==> src/rtl/alu_cmd_issuer_if.sv <==
// alu_cmd_issuer_if: command and response handshake bundle for the ALU command issuer
interface alu_cmd_issuer_if #(
  parameter int TAG_W = 4
);
  logic             cmd_valid;
  logic             cmd_ready;
  logic [3:0]       cmd_a;
  logic [3:0]       cmd_b;
  logic [1:0]       cmd_op;
  logic [TAG_W-1:0] cmd_tag;
  logic             rsp_valid;
  logic             rsp_ready;
  logic [3:0]       rsp_result;
  logic             rsp_zero;
  logic [TAG_W-1:0] rsp_tag;
  logic             rsp_mismatch;
  modport master (
    output cmd_valid, cmd_a, cmd_b, cmd_op, cmd_tag, rsp_ready,
    input  cmd_ready, rsp_valid, rsp_result, rsp_zero, rsp_tag, rsp_mismatch
  );
  modport slave (
    input  cmd_valid, cmd_a, cmd_b, cmd_op, cmd_tag, rsp_ready,
    output cmd_ready, rsp_valid, rsp_result, rsp_zero, rsp_tag, rsp_mismatch
  );
endinterface

==> src/rtl/alu_cmd_issuer.sv <==
// alu_cmd_issuer: issues commands to a registered 4-bit ALU, tracks them through its latency
// and queues tagged results checked against a golden model
module alu_cmd_issuer #(
  parameter int TAG_W       = 4,
  parameter int ALU_LATENCY = 2,
  parameter int RSP_DEPTH   = 4
) (
  input  logic             clk,
  input  logic             rst_n,
  alu_cmd_issuer_if.slave  bus,
  output logic [3:0]       alu_a,
  output logic [3:0]       alu_b,
  output logic [1:0]       alu_sel,
  input  logic [3:0]       alu_result,
  input  logic             alu_zero,
  output logic [7:0]       mismatch_cnt
);
  localparam int S  = ALU_LATENCY + 1;
  localparam int AW = $clog2(RSP_DEPTH);
  localparam int CW = $clog2(RSP_DEPTH + 1);
  localparam logic [CW-1:0] FULL = CW'(RSP_DEPTH);
  logic [CW-1:0]    outstanding;
  logic [CW-1:0]    count;
  logic [AW-1:0]    wp;
  logic [AW-1:0]    rp;
  logic [S-1:0]     pv;
  logic [TAG_W-1:0] ptag [S];
  logic [3:0]       pexp [S];
  logic [3:0]       m_res [RSP_DEPTH];
  logic             m_zero [RSP_DEPTH];
  logic [TAG_W-1:0] m_tag [RSP_DEPTH];
  logic             m_mis [RSP_DEPTH];
  logic             acc;
  logic             pop;
  logic             wr;
  logic             mis;
  logic [3:0]       gold;
  // Ready only depends on registered occupancy, so a write can never hit a full FIFO
  assign bus.cmd_ready    = rst_n && (outstanding < FULL);
  assign acc              = bus.cmd_valid && bus.cmd_ready;
  assign bus.rsp_valid    = count != '0;
  assign pop              = bus.rsp_valid && bus.rsp_ready;
  assign wr               = pv[S-1];
  assign mis              = (alu_result != pexp[S-1]) || (alu_zero != (pexp[S-1] == 4'h0));
  assign bus.rsp_result   = m_res[rp];
  assign bus.rsp_zero     = m_zero[rp];
  assign bus.rsp_tag      = m_tag[rp];
  assign bus.rsp_mismatch = m_mis[rp];
  always_comb begin
    gold = bus.cmd_op == 2'd0 ? bus.cmd_a + bus.cmd_b :
           bus.cmd_op == 2'd1 ? bus.cmd_a + ~bus.cmd_b + 4'd1 :
           bus.cmd_op == 2'd2 ? bus.cmd_a & bus.cmd_b : bus.cmd_a | bus.cmd_b;
  end
  always_ff @(posedge clk or negedge rst_n) begin
    if (!rst_n) begin
      alu_a       <= '0;
      alu_b       <= '0;
      alu_sel     <= '0;
      outstanding <= '0;
      pv          <= '0;
      for (int k = 0; k < S; k++) begin
        ptag[k] <= '0;
        pexp[k] <= '0;
      end
    end else begin
      if (acc) begin
        alu_a   <= bus.cmd_a;
        alu_b   <= bus.cmd_b;
        alu_sel <= bus.cmd_op;
      end
      outstanding <= outstanding + CW'(acc) - CW'(pop);
      pv          <= {pv[S-2:0], acc};
      ptag[0]     <= bus.cmd_tag;
      pexp[0]     <= gold;
      for (int k = 1; k < S; k++) begin
        ptag[k] <= ptag[k-1];
        pexp[k] <= pexp[k-1];
      end
    end
  end
  always_ff @(posedge clk or negedge rst_n) begin
    if (!rst_n) begin
      wp           <= '0;
      rp           <= '0;
      count        <= '0;
      mismatch_cnt <= '0;
      for (int k = 0; k < RSP_DEPTH; k++) begin
        m_res[k]  <= '0;
        m_zero[k] <= 1'b0;
        m_tag[k]  <= '0;
        m_mis[k]  <= 1'b0;
      end
    end else begin
      if (wr) begin
        m_res[wp]  <= alu_result;
        m_zero[wp] <= alu_zero;
        m_tag[wp]  <= ptag[S-1];
        m_mis[wp]  <= mis;
        wp         <= wp + 1'b1;
      end
      if (pop) rp <= rp + 1'b1;
      count <= count + CW'(wr) - CW'(pop);
      if (wr && mis && mismatch_cnt != 8'hff) mismatch_cnt <= mismatch_cnt + 1'b1;
    end
  end
endmodule

==> src/flat_wrapper.sv <==
// flat-port wrapper written by rule: the top's interface ports become plain ports
module alu_cmd_issuer_flat 
#(
  parameter int TAG_W       = 4,
  parameter int ALU_LATENCY = 2,
  parameter int RSP_DEPTH   = 4
)
  (clk, rst_n, alu_a, alu_b, alu_sel, alu_result, alu_zero, mismatch_cnt, bus_cmd_valid, bus_cmd_a, bus_cmd_b, bus_cmd_op, bus_cmd_tag, bus_rsp_ready, bus_cmd_ready, bus_rsp_valid, bus_rsp_result, bus_rsp_zero, bus_rsp_tag, bus_rsp_mismatch);
  alu_cmd_issuer_if #(.TAG_W(TAG_W)) bus_i ();
  input  logic clk;
  input  logic rst_n;
  output logic [3:0] alu_a;
  output logic [3:0] alu_b;
  output logic [1:0] alu_sel;
  input  logic [3:0] alu_result;
  input  logic alu_zero;
  output logic [7:0] mismatch_cnt;
  input wire logic [$bits(bus_i.cmd_valid)-1:0] bus_cmd_valid;
  input wire logic [$bits(bus_i.cmd_a)-1:0] bus_cmd_a;
  input wire logic [$bits(bus_i.cmd_b)-1:0] bus_cmd_b;
  input wire logic [$bits(bus_i.cmd_op)-1:0] bus_cmd_op;
  input wire logic [$bits(bus_i.cmd_tag)-1:0] bus_cmd_tag;
  input wire logic [$bits(bus_i.rsp_ready)-1:0] bus_rsp_ready;
  output wire logic [$bits(bus_i.cmd_ready)-1:0] bus_cmd_ready;
  output wire logic [$bits(bus_i.rsp_valid)-1:0] bus_rsp_valid;
  output wire logic [$bits(bus_i.rsp_result)-1:0] bus_rsp_result;
  output wire logic [$bits(bus_i.rsp_zero)-1:0] bus_rsp_zero;
  output wire logic [$bits(bus_i.rsp_tag)-1:0] bus_rsp_tag;
  output wire logic [$bits(bus_i.rsp_mismatch)-1:0] bus_rsp_mismatch;
  assign bus_i.cmd_valid = bus_cmd_valid;
  assign bus_i.cmd_a = bus_cmd_a;
  assign bus_i.cmd_b = bus_cmd_b;
  assign bus_i.cmd_op = bus_cmd_op;
  assign bus_i.cmd_tag = bus_cmd_tag;
  assign bus_i.rsp_ready = bus_rsp_ready;
  assign bus_cmd_ready = bus_i.cmd_ready;
  assign bus_rsp_valid = bus_i.rsp_valid;
  assign bus_rsp_result = bus_i.rsp_result;
  assign bus_rsp_zero = bus_i.rsp_zero;
  assign bus_rsp_tag = bus_i.rsp_tag;
  assign bus_rsp_mismatch = bus_i.rsp_mismatch;
  alu_cmd_issuer #(.TAG_W(TAG_W), .ALU_LATENCY(ALU_LATENCY), .RSP_DEPTH(RSP_DEPTH)) u_core (.clk(clk), .rst_n(rst_n), .bus(bus_i), .alu_a(alu_a), .alu_b(alu_b), .alu_sel(alu_sel), .alu_result(alu_result), .alu_zero(alu_zero), .mismatch_cnt(mismatch_cnt));
endmodule
==> config.mk <==
export PLATFORM = sky130hd
export DESIGN_NAME = alu_cmd_issuer_flat
export DESIGN_NICKNAME = d
export VERILOG_FILES = /design/src/rtl/alu_cmd_issuer_if.sv /design/src/rtl/alu_cmd_issuer.sv /design/src/flat_wrapper.sv
export SDC_FILE = /design/constraint.sdc
export NUM_CORES = 1
export LEC_CHECK = 0
export ABC_AREA = 0
export CORE_UTILIZATION = 30
export CTS_CLUSTER_DIAMETER = 40
export DETAILED_ROUTE_END_ITERATION = 6
export GPL_TIMING_DRIVEN = 0
export PLACE_DENSITY = 0.53
export SLEW_MARGIN = 30
export SYNTH_ARGS = -nofsm -noshare
export SYNTH_HDL_FRONTEND = slang
export SYNTH_SLANG_ARGS = --single-unit
==> constraint.sdc <==
create_clock -name clk -period 5.79 [get_ports clk]
set_clock_uncertainty 0.2 [all_clocks]
set_input_delay 0.8685 -clock clk [delete_from_list [all_inputs] [get_ports clk]]
set_output_delay 0.8685 -clock clk [all_outputs]
set_load 0.1 [all_outputs]
==> results <==
- The post-cts resize count is 0.
- In the final layout, the multi-input gates occupy 0.001607 mm².
- The die is 119.1 µm tall.
- Global routing used 15.64% of the available met1 tracks.
- The detailed router finished its first iteration with 137 violations.
- The transition time of the tightest slew-check pin is 991.7 ps.
- The global-route track usage on met2 is 18.75%.
- The CTS tree is yes.
- The core region is 0.01330 mm².
- The maximum count of clock buffers along a single path is 2.
- The endpoint arrival time on the critical path is 2740 ps.
- Once detail routing completed, the nets flagged for antenna violations numbered 0.
- Summing the areas of all fa, ha and maj instances in the mapped netlist gives 8.024% of the synthesized area.
- The required time at the worst-slack endpoint is 4720 ps.
- The final net count is 408.
- The layout cell share with drive strength beyond 1 is 20.49%.
- The placer's final routability congestion estimate is 0.7481.
- The largest family of logic cells by synthesized area is multiplexers.
- The routed layout has 2413 vias.
- Timing would allow up to 0.2625 GHz.
- The total CTS buffers is 9.
- The mean post-synth cell area is 13.86 µm².
- The die covers 0.01419 mm².
- Input and output buffers added on the ports amount to 52.
- The combined global-route utilization of all metal layers is 12.05%.
- The mapped netlist covers 0.004116 mm².
- The final setup slack of the worst path is 1981 ps.
- 0 antenna diodes ended up in the layout.
- The cell count after synthesis came out at 297.
- The run finished with clean final reports.
- Headroom to the max-slew limit came out at 33.68%.
- Of the post-synthesis cell area, the dominant cell type holds 57.75%.
- The class of the most critical hold timing path is flop to flop.
- The count of state elements after synthesis is 95.
- Walking the worst path, the cells encountered are clkbuf_1 -> mux4_2 -> clkdlybuf4s50_1.
- The endpoint class of the critical path is a primary output.
- For this design, the CTS-stage hold fixing added 0 buffers.
- The largest net degree at the start of global routing is 53.
- The effective utilization at floorplan is 30.96%.
- The pre-antenna-repair detailed-routing pass consisted of 4 iterations.
- The first global-routing pass estimated 13.11 mm of wire.
- With fillers left out, the area of the finished cells amounts to 0.005219 mm².
- Synthesis produced a netlist with a net count of 344.
- Fill cells in the final layout number 1287.
- Global routing used 4.119% of the available met3 tracks.
- The I/O pin count is 53.
- Hold timing on the final database bottoms out at a slack of 144.3 ps.
- Sequential elements use 57.75% of the synthesized area.
- The initial antenna violation count is 0.
- The CTS H-tree depth is 3.
- The clock insertion delay at the later pin of the skew report is 340 ps.
- At the placement stage, the worst setup path has a slack of 2061 ps.
- The clock period could shrink to 3809 ps.
- The cell with the largest stage delay on the worst path is sky130_fd_sc_hd__clkdlybuf4s50_1.
- The total count of hold-check failures in the final report is 0.
- The placed standard-cell area is 0.004886 mm².
- The most frequent standard cell in the layout excluding fill and tap cells is sky130_fd_sc_hd__dfrtp_1.
- The area added between synthesis and finish is 26.78%.
- The number of core rows is 42.
- The total congestion overflow is 0.
- The area occupied by registers is 0.002377 mm².
- The number of design rule violations left after detail routing is 0.
- The cell type with the highest aggregate area in the netlist is sky130_fd_sc_hd__dfrtp_1.
- Setup repair after global routing left no endpoint under its margin.
- The number of max-capacitance violations reported is 0.
- For this block, the routed nets add up to 7.532 mm of wire.
- By area the synthesized netlist is led by sky130_fd_sc_hd__dfrtp_1 (58%), sky130_fd_sc_hd__mux2_2 (11%), sky130_fd_sc_hd__ha_1 (6.1%).
- The ratio of routed vias to standard cells is 4.452.
- After clock tree synthesis, the setup repair step added 0 buffers.
- The worst setup path is launched from a flop.
- Measured along the x axis, the die boundary spans 119.1 µm.
- Leaving out fill and tap cells, the most frequent cells in the layout are sky130_fd_sc_hd__dfrtp_1 (95), sky130_fd_sc_hd__clkdlybuf4s50_1 (51), sky130_fd_sc_hd__mux2_2 (41).
- The final-report setup violation count is 0.
- The mux contribution to synthesized area is 17.75%.
- The largest driver fanout on the critical path is 10.
- Clock-pin slew was measured on the worst setup and hold paths at 60 ps.
- The routing layer with the top usage in global route is met2.
- The cell chosen for the clock root is sky130_fd_sc_hd__clkbuf_16.
- The number of unique standard cell types used by synthesis is 30.
- The number of warnings reported in the yosys synthesis log is 0.
- After Yosys synthesis, XOR and XNOR cells account for 4.043% of the synthesized area.
- The compound-cell area share of the yosys netlist is 2.918%.
- The worst path uses 65.78% of the clock period.
- The simple-gate share of the synthesized area is 6.292%.
- The number of max-slew violations in the final report is 0.
- The largest stage delay on the critical path is 1140 ps.
- Dividing the detail-routed wire length by the instance count gives 13.90 µm.
- Counting every sink on the clock net gives 95.
- The HPWL after detailed placement is 5.180 mm.
- The number of global-route vias before repair is 2567.
- The type of the worst setup path is flop to primary output.
==> metal layers <==
layer  up-vias  wire length (µm)
met3         5               343
li1       1133                 -
met1      1227              3480
met5         -                 0
met2        48              3651
met4         0                56
==> path summary, 6_finish.rpt <==
kind	from	endpoint	slack, ps	depth (start not counted)
max in group asynchronous	rst_n	u_core.m_res[6]	4550	2
min reg2reg	u_core.ptag[5]	u_core.ptag[1]	140	0
max	u_core.rp[1]	bus_rsp_result[1]	1980	3
max reg2reg	u_core.count[1]	u_core.count[2]	3230	8
min in group asynchronous	rst_n	u_core.count[0]	260	1
min	u_core.ptag[5]	u_core.ptag[1]	140	0
==> stage by stage <==
step                      util [%]  cells  setup TNS [ps]
after global placement       36.53    525           -7082
after floorplan                  -    297               0
final                        39.25    542               0
after detailed placement     36.75    526               0
after CTS                    39.25    542               0
after global routing         39.25    542               0
==> state kept, by name (all words and copies together), names as in the netlist, 3 cells and up <==
register	count
u_core.m_zero	4
u_core.ptag	12
u_core.m_tag	16
u_core.outstanding	3
u_core.mismatch_cnt	8
u_core.m_res	16
u_core.alu_b	4
u_core.count	3
u_core.alu_a	4
u_core.m_mis	4
u_core.pv	3
u_core.pexp	12
==> worst max-delay path, delay by kind of cell, from the launching register on <==
family,cells,cell delay [ps]
mux,1,360
buf+inv,2,1690
flops,1,350
==> area by class of cell <==
type | count | area share, %
Sequential cell | 95 | 45.55
Multi-Input combinational cell | 169 | 30.78
Timing Repair Buffer | 53 | 10.53
Clock buffer | 11 | 4.843
Tap cell | 176 | 4.220
Inverter | 23 | 1.654
Clock inverter | 5 | 1.534
Buffer | 10 | 0.8871
==> cell usage after synthesis <==
library cell / number
sky130_fd_sc_hd__a21o_1: 1
sky130_fd_sc_hd__a21oi_1: 2
sky130_fd_sc_hd__and2_1: 1
sky130_fd_sc_hd__buf_2: 1
sky130_fd_sc_hd__buf_6: 1
sky130_fd_sc_hd__clkbuf_1: 8
sky130_fd_sc_hd__dfrtp_1: 95
sky130_fd_sc_hd__fa_1: 4
sky130_fd_sc_hd__ha_1: 20
sky130_fd_sc_hd__inv_1: 23
sky130_fd_sc_hd__mux2_1: 1
sky130_fd_sc_hd__mux2_2: 41
sky130_fd_sc_hd__mux2i_1: 1
sky130_fd_sc_hd__mux4_2: 11
sky130_fd_sc_hd__nand2_1: 27
sky130_fd_sc_hd__nand2b_1: 2
sky130_fd_sc_hd__nand3_1: 2
sky130_fd_sc_hd__nand3b_1: 1
sky130_fd_sc_hd__nand4_1: 3
sky130_fd_sc_hd__nor2_1: 3
sky130_fd_sc_hd__nor2b_1: 1
sky130_fd_sc_hd__nor3_1: 5
sky130_fd_sc_hd__nor3b_1: 1
sky130_fd_sc_hd__nor4_2: 2
sky130_fd_sc_hd__nor4_4: 1
sky130_fd_sc_hd__o211ai_1: 3
sky130_fd_sc_hd__o21ai_0: 16
sky130_fd_sc_hd__or3_1: 1
sky130_fd_sc_hd__xnor2_1: 10
sky130_fd_sc_hd__xor2_1: 9
==> kinds of logic after synthesis <==
logic type / count (synthesis)
XOR/XNOR: 19
multiplexers: 54
AO/OA/AOI/OAI: 22
adder cells (fa/ha/maj): 24
AND/OR/NAND/NOR: 50
flip-flops: 95
buffers and inverters: 33
Power is not shown: default switching activity piles up to over one toggle a cycle in this logic, so the estimate is an artifact.
